--- src/rtl/cmsdk_apb4_eg_timer_regs.sv ---
// Register block for the APB4 example slave: 32-bit down-counter timer with
// an 8-bit prescaler, reload register, sticky interrupt status and a level irq.
module cmsdk_apb4_eg_timer_regs #(
    parameter int unsigned ADDRWIDTH = 12,
    parameter logic [31:0] ID_VALUE  = 32'h0000_A5E1
) (
    input  logic                 pclk,
    input  logic                 preset,
    input  logic [ADDRWIDTH-1:0] addr,
    input  logic                 read_en,
    input  logic                 write_en,
    input  logic [3:0]           byte_strobe,
    input  logic [31:0]          wdata,
    output logic [31:0]          rdata,
    output logic                 irq
);

    typedef enum logic [2:0] {
        SEL_CTRL,
        SEL_VALUE,
        SEL_RELOAD,
        SEL_INTSTATUS,
        SEL_ID,
        SEL_NONE
    } reg_sel_t;

    reg_sel_t             sel;
    logic [ADDRWIDTH-3:0] word_addr;
    logic [1:0]           unused_addr_lsb;

    // Register state
    logic        ctrl_enable;
    logic        ctrl_irq_en;
    logic        ctrl_one_shot;
    logic [7:0]  ctrl_prescale;
    logic [31:0] value;
    logic [31:0] reload;
    logic        int_status;
    logic [7:0]  pre_cnt;

    // Next-state and strobes
    logic        wr_ctrl;
    logic        wr_value;
    logic        wr_reload;
    logic        wr_intstatus;
    logic        tick;
    logic        expire;
    logic        enable_next;
    logic [31:0] value_next;
    logic [31:0] reload_next;
    logic        int_status_next;
    logic [7:0]  pre_cnt_next;

    assign word_addr       = addr[ADDRWIDTH-1:2];
    assign unused_addr_lsb = addr[1:0];

    // Replace only the strobed byte lanes of a register word.
    function automatic logic [31:0] merge_bytes(input logic [31:0] old_word,
                                                input logic [31:0] new_word,
                                                input logic [3:0]  strobe);
        logic [31:0] result;
        result = old_word;
        for (int unsigned i = 0; i < 4; i++) begin
            if (strobe[i]) begin
                result[8*i +: 8] = new_word[8*i +: 8];
            end
        end
        return result;
    endfunction

    // Address decode: word offset selects one register, everything else is unmapped.
    always_comb begin
        case (word_addr)
            (ADDRWIDTH-2)'(0): sel = SEL_CTRL;
            (ADDRWIDTH-2)'(1): sel = SEL_VALUE;
            (ADDRWIDTH-2)'(2): sel = SEL_RELOAD;
            (ADDRWIDTH-2)'(3): sel = SEL_INTSTATUS;
            (ADDRWIDTH-2)'(4): sel = SEL_ID;
            default:           sel = SEL_NONE;
        endcase
    end

    assign wr_ctrl      = write_en & (sel == SEL_CTRL);
    assign wr_value     = write_en & (sel == SEL_VALUE);
    assign wr_reload    = write_en & (sel == SEL_RELOAD);
    assign wr_intstatus = write_en & (sel == SEL_INTSTATUS);

    assign tick   = ctrl_enable & (pre_cnt == ctrl_prescale);
    assign expire = tick & (value == '0);

    // Counter, prescaler and status next-state; software writes override the
    // tick result lane by lane, while an expiry beats an interrupt clear.
    always_comb begin
        // Prescaler wraps at prescale, idles at 0 when disabled, restarts on CTRL write
        pre_cnt_next = '0;
        if (!wr_ctrl && ctrl_enable && (pre_cnt != ctrl_prescale)) begin
            pre_cnt_next = pre_cnt + 8'd1;
        end

        value_next = value;
        if (tick) begin
            value_next = expire ? reload : (value - 32'd1);
        end
        if (wr_value) begin
            value_next = merge_bytes(value_next, wdata, byte_strobe);
        end

        reload_next = reload;
        if (wr_reload) begin
            reload_next = merge_bytes(reload, wdata, byte_strobe);
        end

        enable_next = ctrl_enable;
        if (expire && ctrl_one_shot) begin
            enable_next = 1'b0;
        end
        if (wr_ctrl && byte_strobe[0]) begin
            enable_next = wdata[0];
        end

        int_status_next = int_status;
        if (wr_intstatus && byte_strobe[0] && wdata[0]) begin
            int_status_next = 1'b0;
        end
        if (expire) begin
            int_status_next = 1'b1;
        end
    end

    // CTRL register: enable may also be cleared by a one-shot expiry.
    always_ff @(posedge pclk or posedge preset) begin
        if (preset) begin
            ctrl_enable   <= 1'b0;
            ctrl_irq_en   <= 1'b0;
            ctrl_one_shot <= 1'b0;
            ctrl_prescale <= '0;
        end else begin
            ctrl_enable <= enable_next;
            if (wr_ctrl && byte_strobe[0]) begin
                ctrl_irq_en   <= wdata[1];
                ctrl_one_shot <= wdata[2];
            end
            if (wr_ctrl && byte_strobe[1]) begin
                ctrl_prescale <= wdata[15:8];
            end
        end
    end

    // Counter, reload, prescaler and sticky interrupt status.
    always_ff @(posedge pclk or posedge preset) begin
        if (preset) begin
            value      <= '0;
            reload     <= '0;
            pre_cnt    <= '0;
            int_status <= 1'b0;
        end else begin
            value      <= value_next;
            reload     <= reload_next;
            pre_cnt    <= pre_cnt_next;
            int_status <= int_status_next;
        end
    end

    // Read mux: zero whenever no read is in progress.
    always_comb begin
        rdata = '0;
        if (read_en) begin
            case (sel)
                SEL_CTRL:      rdata = {16'h0000, ctrl_prescale, 5'b00000,
                                        ctrl_one_shot, ctrl_irq_en, ctrl_enable};
                SEL_VALUE:     rdata = value;
                SEL_RELOAD:    rdata = reload;
                SEL_INTSTATUS: rdata = {31'h0, int_status};
                SEL_ID:        rdata = ID_VALUE;
                default:       rdata = '0;
            endcase
        end
    end

    assign irq = int_status & ctrl_irq_en;

endmodule

--- config.mk ---
export PLATFORM = sky130hd
export DESIGN_NAME = cmsdk_apb4_eg_timer_regs
export DESIGN_NICKNAME = d
export VERILOG_FILES = /design/src/rtl/cmsdk_apb4_eg_timer_regs.sv
export SDC_FILE = /design/constraint.sdc
export NUM_CORES = 1
export LEC_CHECK = 0
export ABC_CLOCK_PERIOD_IN_PS = 8400
export CORE_UTILIZATION = 58
export DETAILED_ROUTE_END_ITERATION = 8
export PLACE_DENSITY_LB_ADDON = 0.08
export SYNTH_ARGS = -nofsm -noshare
export SYNTH_HDL_FRONTEND = slang
export SYNTH_SLANG_ARGS = --single-unit
export TNS_END_PERCENT = 5
--- constraint.sdc ---
create_clock -name pclk -period 8.4 [get_ports pclk]
set_input_delay 1.26 -clock pclk [delete_from_list [all_inputs] [get_ports pclk]]
set_output_delay 1.26 -clock pclk [all_outputs]
set_load 0.01 [all_outputs]
==> results of run 1 <==
## sequential cells by signal (all words and copies together), names as in the netlist
| name | cells |
|---|---|
| pre_cnt | 8 |
| ctrl_enable | 1 |
| int_status | 1 |
| value | 32 |
| ctrl_irq_en | 1 |
| ctrl_prescale | 8 |
| reload | 32 |
| ctrl_one_shot | 1 |
## worst register-to-register path, cell delays in order (launching register included)
cell     delay [ns]
dfrtp_1        0.43
or4_4          0.58
or3_1          0.51
or4_4          0.73
nor3_4         0.41
a21oi_1        0.11
mux2_2         0.27
## placed cells by master (no fill, tap or decap), types with 13 or more instances in the layout
master / count
a21oi_1: 29
a22oi_1: 30
a31oi_1: 17
clkdlybuf4s50_1: 82
dfrtp_1: 84
mux2_2: 44
nand2_1: 40
nand3_1: 30
nor2_1: 69
nor3_1: 19
o21ai_0: 22
xor2_1: 13
## metrics by stage
stage / power, mW / hold slack (ns) / setup WS, ns / utilization (%) / cell area, µm²
after floorplan: 0.467 / 0.480 / 3.83 / - / 5180
after global placement: 0.504 / 0.511 / 2.78 / 69.7 / 6050
after detailed placement: 0.507 / 0.507 / 2.70 / 69.7 / 6050
after CTS: 0.801 / 0.528 / 2.69 / 72.0 / 6250
after global routing: 0.827 / 0.557 / 2.54 / 72.0 / 6250
final: 0.801 / 0.532 / 2.74 / 72.0 / 6250
## routing by layer
metal,up-vias,share of wire [%]
met3,42,8.1
li1,2275,-
met1,2419,43
met4,0,2.2
met2,263,47
met5,-,0
## report_power, final
part / internal [mW] / switching, mW / leakage [nW]
Combinational: 0.0373 / 0.0351 / 1.20
Clock: 0.139 / 0.162 / 0.0923
Sequential: 0.414 / 0.0145 / 1.05
Total: 0.590 / 0.211 / 2.34
## kinds of logic (layout without fill, tap and decap cells)
logic type,count (synthesis),count (layout),share of synthesized area [%]
compound gates,157,157,20.4
buf+inv,46,111,3.77
mux,47,47,10.1
simple gates,219,219,20.8
fa+ha+maj,3,3,0.724
flops,84,84,40.6
xor+xnor,21,21,3.55
## cell type report
type                       count  share of cell area (%)
clock buffer                   9                    1.98
clock inverter                 7                    1.20
inverter                       6                   0.380
multi-input combinational    447                    46.7
sequential                    84                    33.6
tap                          108                    2.16
timing repair buffer          89                    14.0
## worst max-delay path by stage
stage	cells after the start	endpoint	slack [ns]
2_1_floorplan	7	rdata[10]	3.83
3_3_place_gp	7	rdata[10]	2.78
3_5_place_dp	7	rdata[8]	2.70
4_1_cts	7	rdata[8]	2.69
5_1_grt	7	rdata[8]	2.54
6_report	7	rdata[8]	2.74
==> run summary, run 1 <==
clock slew at reported path FFs: 0.09 ns
hold path start: int_status
PortBufs: 82
final std cells w/o fill: 750
vias post-DR: 4,999
met1 usage: 44.5%
Multi-input gate area: 2920 µm²
yosys synthesis warning count: 0
biggest area consumer among synthesized cells: dfrtp_1
die width: 96.5 µm
WL final: 14.8 mm
Syn Area/Cell: 8.98 µm²
ordered list of cells on the worst path: clkdlybuf4s50_1 -> or4_1 -> or2_2 -> nor3_2 -> a22oi_1 -> a31oi_1 -> clkdlybuf4s50_1
endpoints failing hold: 0
drc violations: 0
clk_skew: 0.0162 ns
sequential fraction of the synthesis area: 40.6%
static leakage: 2.34 nW
RSZ-0062 raised after global routing: no
DR iter-0 viols: 463
CP delay by family, top: simple AND/OR/NAND/NOR gates
setup TNS: 0 ns
I/O pin count: 85
Routed Antenna Nets: 0
Skew-Pair Late Insertion Delay: 0.37 ns
required time of the worst setup path: 7.14 ns
Final Max Slew Viols: 0
status: finished, final reports clean
Clock Tree Buf Depth: 2
first-pass GRT wire length: 23.2 mm
unique cell type count in the Yosys netlist: 53
asr flop ratio synth: 100%
Setup Crit Path Kind: input port to output pin
DP HPWL: 9.81 mm
top cells by area, synth: dfrtp_1, mux2_2, nor2_1
Initial DRT Pass Iterations: 5
Worst path max stage delay: 0.71 ns
core area: 8680 µm²
NumNets Final: 692
post-DR wirelength/cell: 19.7 µm
mapped cell area: 5180 µm²
gr busiest metal: met2
gpl congestion: 0.834
CTS tree: built
initial antenna violation count: 0
total track usage: 32.9%
Slew @ Worst Pin: 1.10 ns
share of cells above drive strength 1: 12.5%
Layout area overhead: 20.6%
Via density: 6.67
R2R Setup Slk: 5.24 ns
M2 GR Usage: 52.9%
Hold Path Depth: 2
vias in the first global route: 4,705
# setup viols final: 0
pin count of the biggest net entering global routing: 85
Reg2Reg Depth: 6
FF+latch count, synth: 84
number of synthesized flops with an enable pin: 0
H-tree depth: 3
FF-to-FF End: ctrl_enable
sequential cell area: 2100 µm²
met3 capacity usage during global routing: 5.79%
Synth Instances: 577
CTS sink count: 84
Peak VDD IR: 0.0000776 V
top-count cell post-synth: dfrtp_1
Synth Net Count: 632
Die H: 96.5 µm
fmax: 177 MHz
Buf/Inv on CP: 2
cts hold-fix bufs: 0
most used cell, CP: clkdlybuf4s50_1
final cycle utilization of the critical path: 67.4%
Slew HR: 26.3%
Worst setup SP type: input port
Hold EP: int_status
Top FF cell, synth: dfrtp_1
gr ovfl total: 0
PostCTS Resize Cnt: 0
CP max-delay cell: nor3_2
Worst EP arrival: 4.40 ns
Cells after DPL: 734
crit path time final: 5.66 ns
Worst Setup SP: addr[9]
CP Max Fanout: 14
postcts setup bufs: 0
fill count: 687
Std-Cell Rows: 34
Starting Density: 59.7%
HP Class: flip-flop to flip-flop
DIE AREA: 9320 µm²
Synth top cells by count: dfrtp_1, nor2_1, mux2_2
Worst Setup End Kind: output pin
Synth top area share: 40.6%
Cell Pwr Density: 128 nW/µm²
maximum capacitance violations: 0
Antenna Cells: 0
TritonCTS Buffers: 9
Clk Tree Root Cell: clkbuf_8
Crit Reg-Reg Startpoint: value[14]
Note: power is estimated with default switching activity, not from simulation.
==> run 2, diff against run 1 <==
- ABC_CLOCK_PERIOD_IN_PS: 8400 -> 5050
- CORE_UTILIZATION: 58 -> 49
- clock period: 8.4 -> 5.05 ns (I/O delays scaled with it)
==> run 2 against run 1 <==
Against the previous run: clock skew shrank 0.0053 ns; core utilization shrank 11 points; global-route usage shrank 3.6 points; via count shrank 1.5%; clock power grew 67%; hold slack gained 0.0062 ns; cell count grew 3.9%; critical path depth grew 1; non-clock buffer count grew 2; flip-flop and latch count is the same; critical endpoint is now rdata[10].
==> run summary, run 2 (same netlist as run 1, synthesis figures left out) <==
Slew @ Worst Pin: 1.09 ns (-0.00808 ns)
pre-CTS setup slack: 0.600 ns (-2.10 ns)
TritonCTS Buffers: 9 (unchanged)
fin worst setup slack: 0.593 ns (-2.14 ns)
most frequent cells in the layout: dfrtp_1, clkdlybuf4s50_1, nor2_1
Crit Reg-Reg Startpoint: value[12]
initial antenna violation count: 0 (unchanged)
setup TNS: 0 ns (unchanged)
gpl congestion: 0.852 (+2.2%)
Switching Power: 334 µW (+58%)
Power Internal: 1.00 mW (+70%)
Via density: 6.32 (-5.2%)
most common cell after layout, fill and taps aside: dfrtp_1
Hold Path Depth: 1 (-1)
Peak VDD IR: 0.000142 V (+82%)
clk_skew: 0.0109 ns (-0.00535 ns)
Worst Setup End Kind: output pin
NumNets Final: 694 (+0.29%)
Slew HR: 26.9% (+0.54 points)
CP max-delay cell: or4_1
WL final: 15.4 mm (+4.2%)
Sw Ratio: 25.0% (-1.4 points)
Layout area overhead: 21.7%
Core Util, Final: 61.4% (-11 points)
required time of the worst setup path: 4.29 ns (-2.85 ns)
DP HPWL: 10.3 mm (+5.1%)
post-DR wirelength/cell: 19.8 µm (+0.30%)
Clk Tree Root Cell: clkbuf_8
Die H: 105 µm (+8.6%)
die width: 105 µm (+8.6%)
first-pass GRT wire length: 25.0 mm (+7.8%)
biggest regs: reload (32), value (32)
pin count of the biggest net entering global routing: 49 (-42%)
Clock Tree Buf Depth: 2 (unchanged)
combinational share of power: 9.0% (about the same)
DIE AREA: 11,000 µm² (+18%)
CP Max Fanout: 11 (-3)
endpoints failing hold: 0 (unchanged)
I/O pin count: 85 (unchanged)
Sequential Power Share: 53.4% (about the same)
DR iter-0 viols: 307 (-34%)
ordered list of cells on the worst path: clkdlybuf4s50_1 -> or4_1 -> or2_2 -> nor3_1 -> buf_4 -> a22oi_1 -> a31oi_1 -> clkdlybuf4s50_1
total track usage: 29.3% (-3.6 points)
gr ovfl total: 0 (unchanged)
Final Max Slew Viols: 0 (unchanged)
Hold EP: reload[4]
Routed Antenna Nets: 0 (unchanged)
final std cells w/o fill: 779 (+3.9%)
final cycle utilization of the critical path: 88.3%
share of cells above drive strength 1: 12.4% (-0.019 points)
clock slew at reported path FFs: 0.08 ns (about the same)
Cell Pwr Density: 212 nW/µm² (+65%)
CTS tree: built
hold path start: reload[4]
most used cell, CP: clkdlybuf4s50_1
Worst EP arrival: 3.70 ns (-0.70 ns)
RSZ-0062 raised after global routing: no
Cells after DPL: 764 (+4.1%)
Initial DRT Pass Iterations: 5 (unchanged)
Multi-input gate area: 2910 µm² (-0.17%)
H-tree depth: 3 (unchanged)
Worst Setup SP: addr[4]
Setup Crit Path Kind: input port to output pin
PortBufs: 82 (unchanged)
drc violations: 0 (unchanged)
PostCTS Resize Cnt: 0 (unchanged)
cts hold-fix bufs: 0 (unchanged)
Std-Cell Rows: 37 (+8.8%)
Worst path max stage delay: 0.58 ns (-0.13 ns)
postcts setup bufs: 0 (unchanged)
fmax: 224 MHz
sequential cell area: 2100 µm² (unchanged)
R2R Setup Slk: 1.84 ns (-3.40 ns)
Reg2Reg Depth: 6 (unchanged)
Buf/Inv on CP: 3 (+1)
FF-to-FF End: ctrl_enable
core area: 10,300 µm² (+18%)
Antenna Cells: 0 (unchanged)
total power: 1.34 mW (+67%)
vias in the first global route: 4,782 (+1.6%)
Starting Density: 50.4% (-9.3 points)
CP delay by family, top: simple AND/OR/NAND/NOR gates
maximum capacitance violations: 0 (unchanged)
vias post-DR: 4,924 (-1.5%)
CTS sink count: 84 (unchanged)
Skew-Pair Late Insertion Delay: 0.38 ns (about the same)
status: finished, final reports clean
# setup viols final: 0 (unchanged)
Worst setup SP type: input port
HP Class: flip-flop to flip-flop
clock power share: 37.6% (about the same)
crit path time final: 4.46 ns
fill count: 958 (+39%)
static leakage: 2.37 nW (+1.1%)
## run 2: cell types whose count changed in the layout (fill, tap and decap cells not counted), sizes merged
| cell | delta |
|---|---|
| clkbuf | +2 |
| buf | +2 |
| inv | -2 |
| clkinv | +2 |
| clkinvlp | -3 |
## run 2: metrics by stage
step                      area [µm²]  hold slack [ns]
after floorplan                 5180            0.480
after global placement          6110            0.511
after detailed placement        6110            0.518
after CTS                       6310            0.538
after global routing            6310            0.558
final                           6310            0.538
## run 2: per-layer routing
metal  wire, µm  track usage (%)  up-vias
li1           -                -     2284
met1       6970             39.5     2436
met2       7210             46.4      182
met3        935             5.43       22
met4        305             11.8        0
met5          0                0        -
## run 2: area by class of cell
type	instances	area share, %
flip-flops and latches	84	33.3
clock inverters	4	0.774
inverters	6	0.377
clock buffers	11	2.40
multi-input cells	447	46.1
repair buffers	91	14.3
well taps	136	2.70
## run 2: power groups by stage
stage | clock network [mW] | logic, mW | registers (mW)
3_3_place_gp | 0 | 0.116 | 0.724
5_1_grt | 0.542 | 0.133 | 0.715
4_1_cts | 0.511 | 0.121 | 0.712
3_5_place_dp | 0 | 0.120 | 0.725
2_1_floorplan | 0 | 0.0613 | 0.716
6_report | 0.502 | 0.121 | 0.713
## run 2: worst max-delay path by stage
stage | to | slack, ns | cells past startpoint
floorplan | rdata[10] | 1.49 | 7
global placement | rdata[10] | 0.63 | 8
detailed placement | rdata[10] | 0.60 | 8
CTS | rdata[10] | 0.60 | 8
global route | rdata[10] | 0.42 | 8
finish | rdata[10] | 0.59 | 8
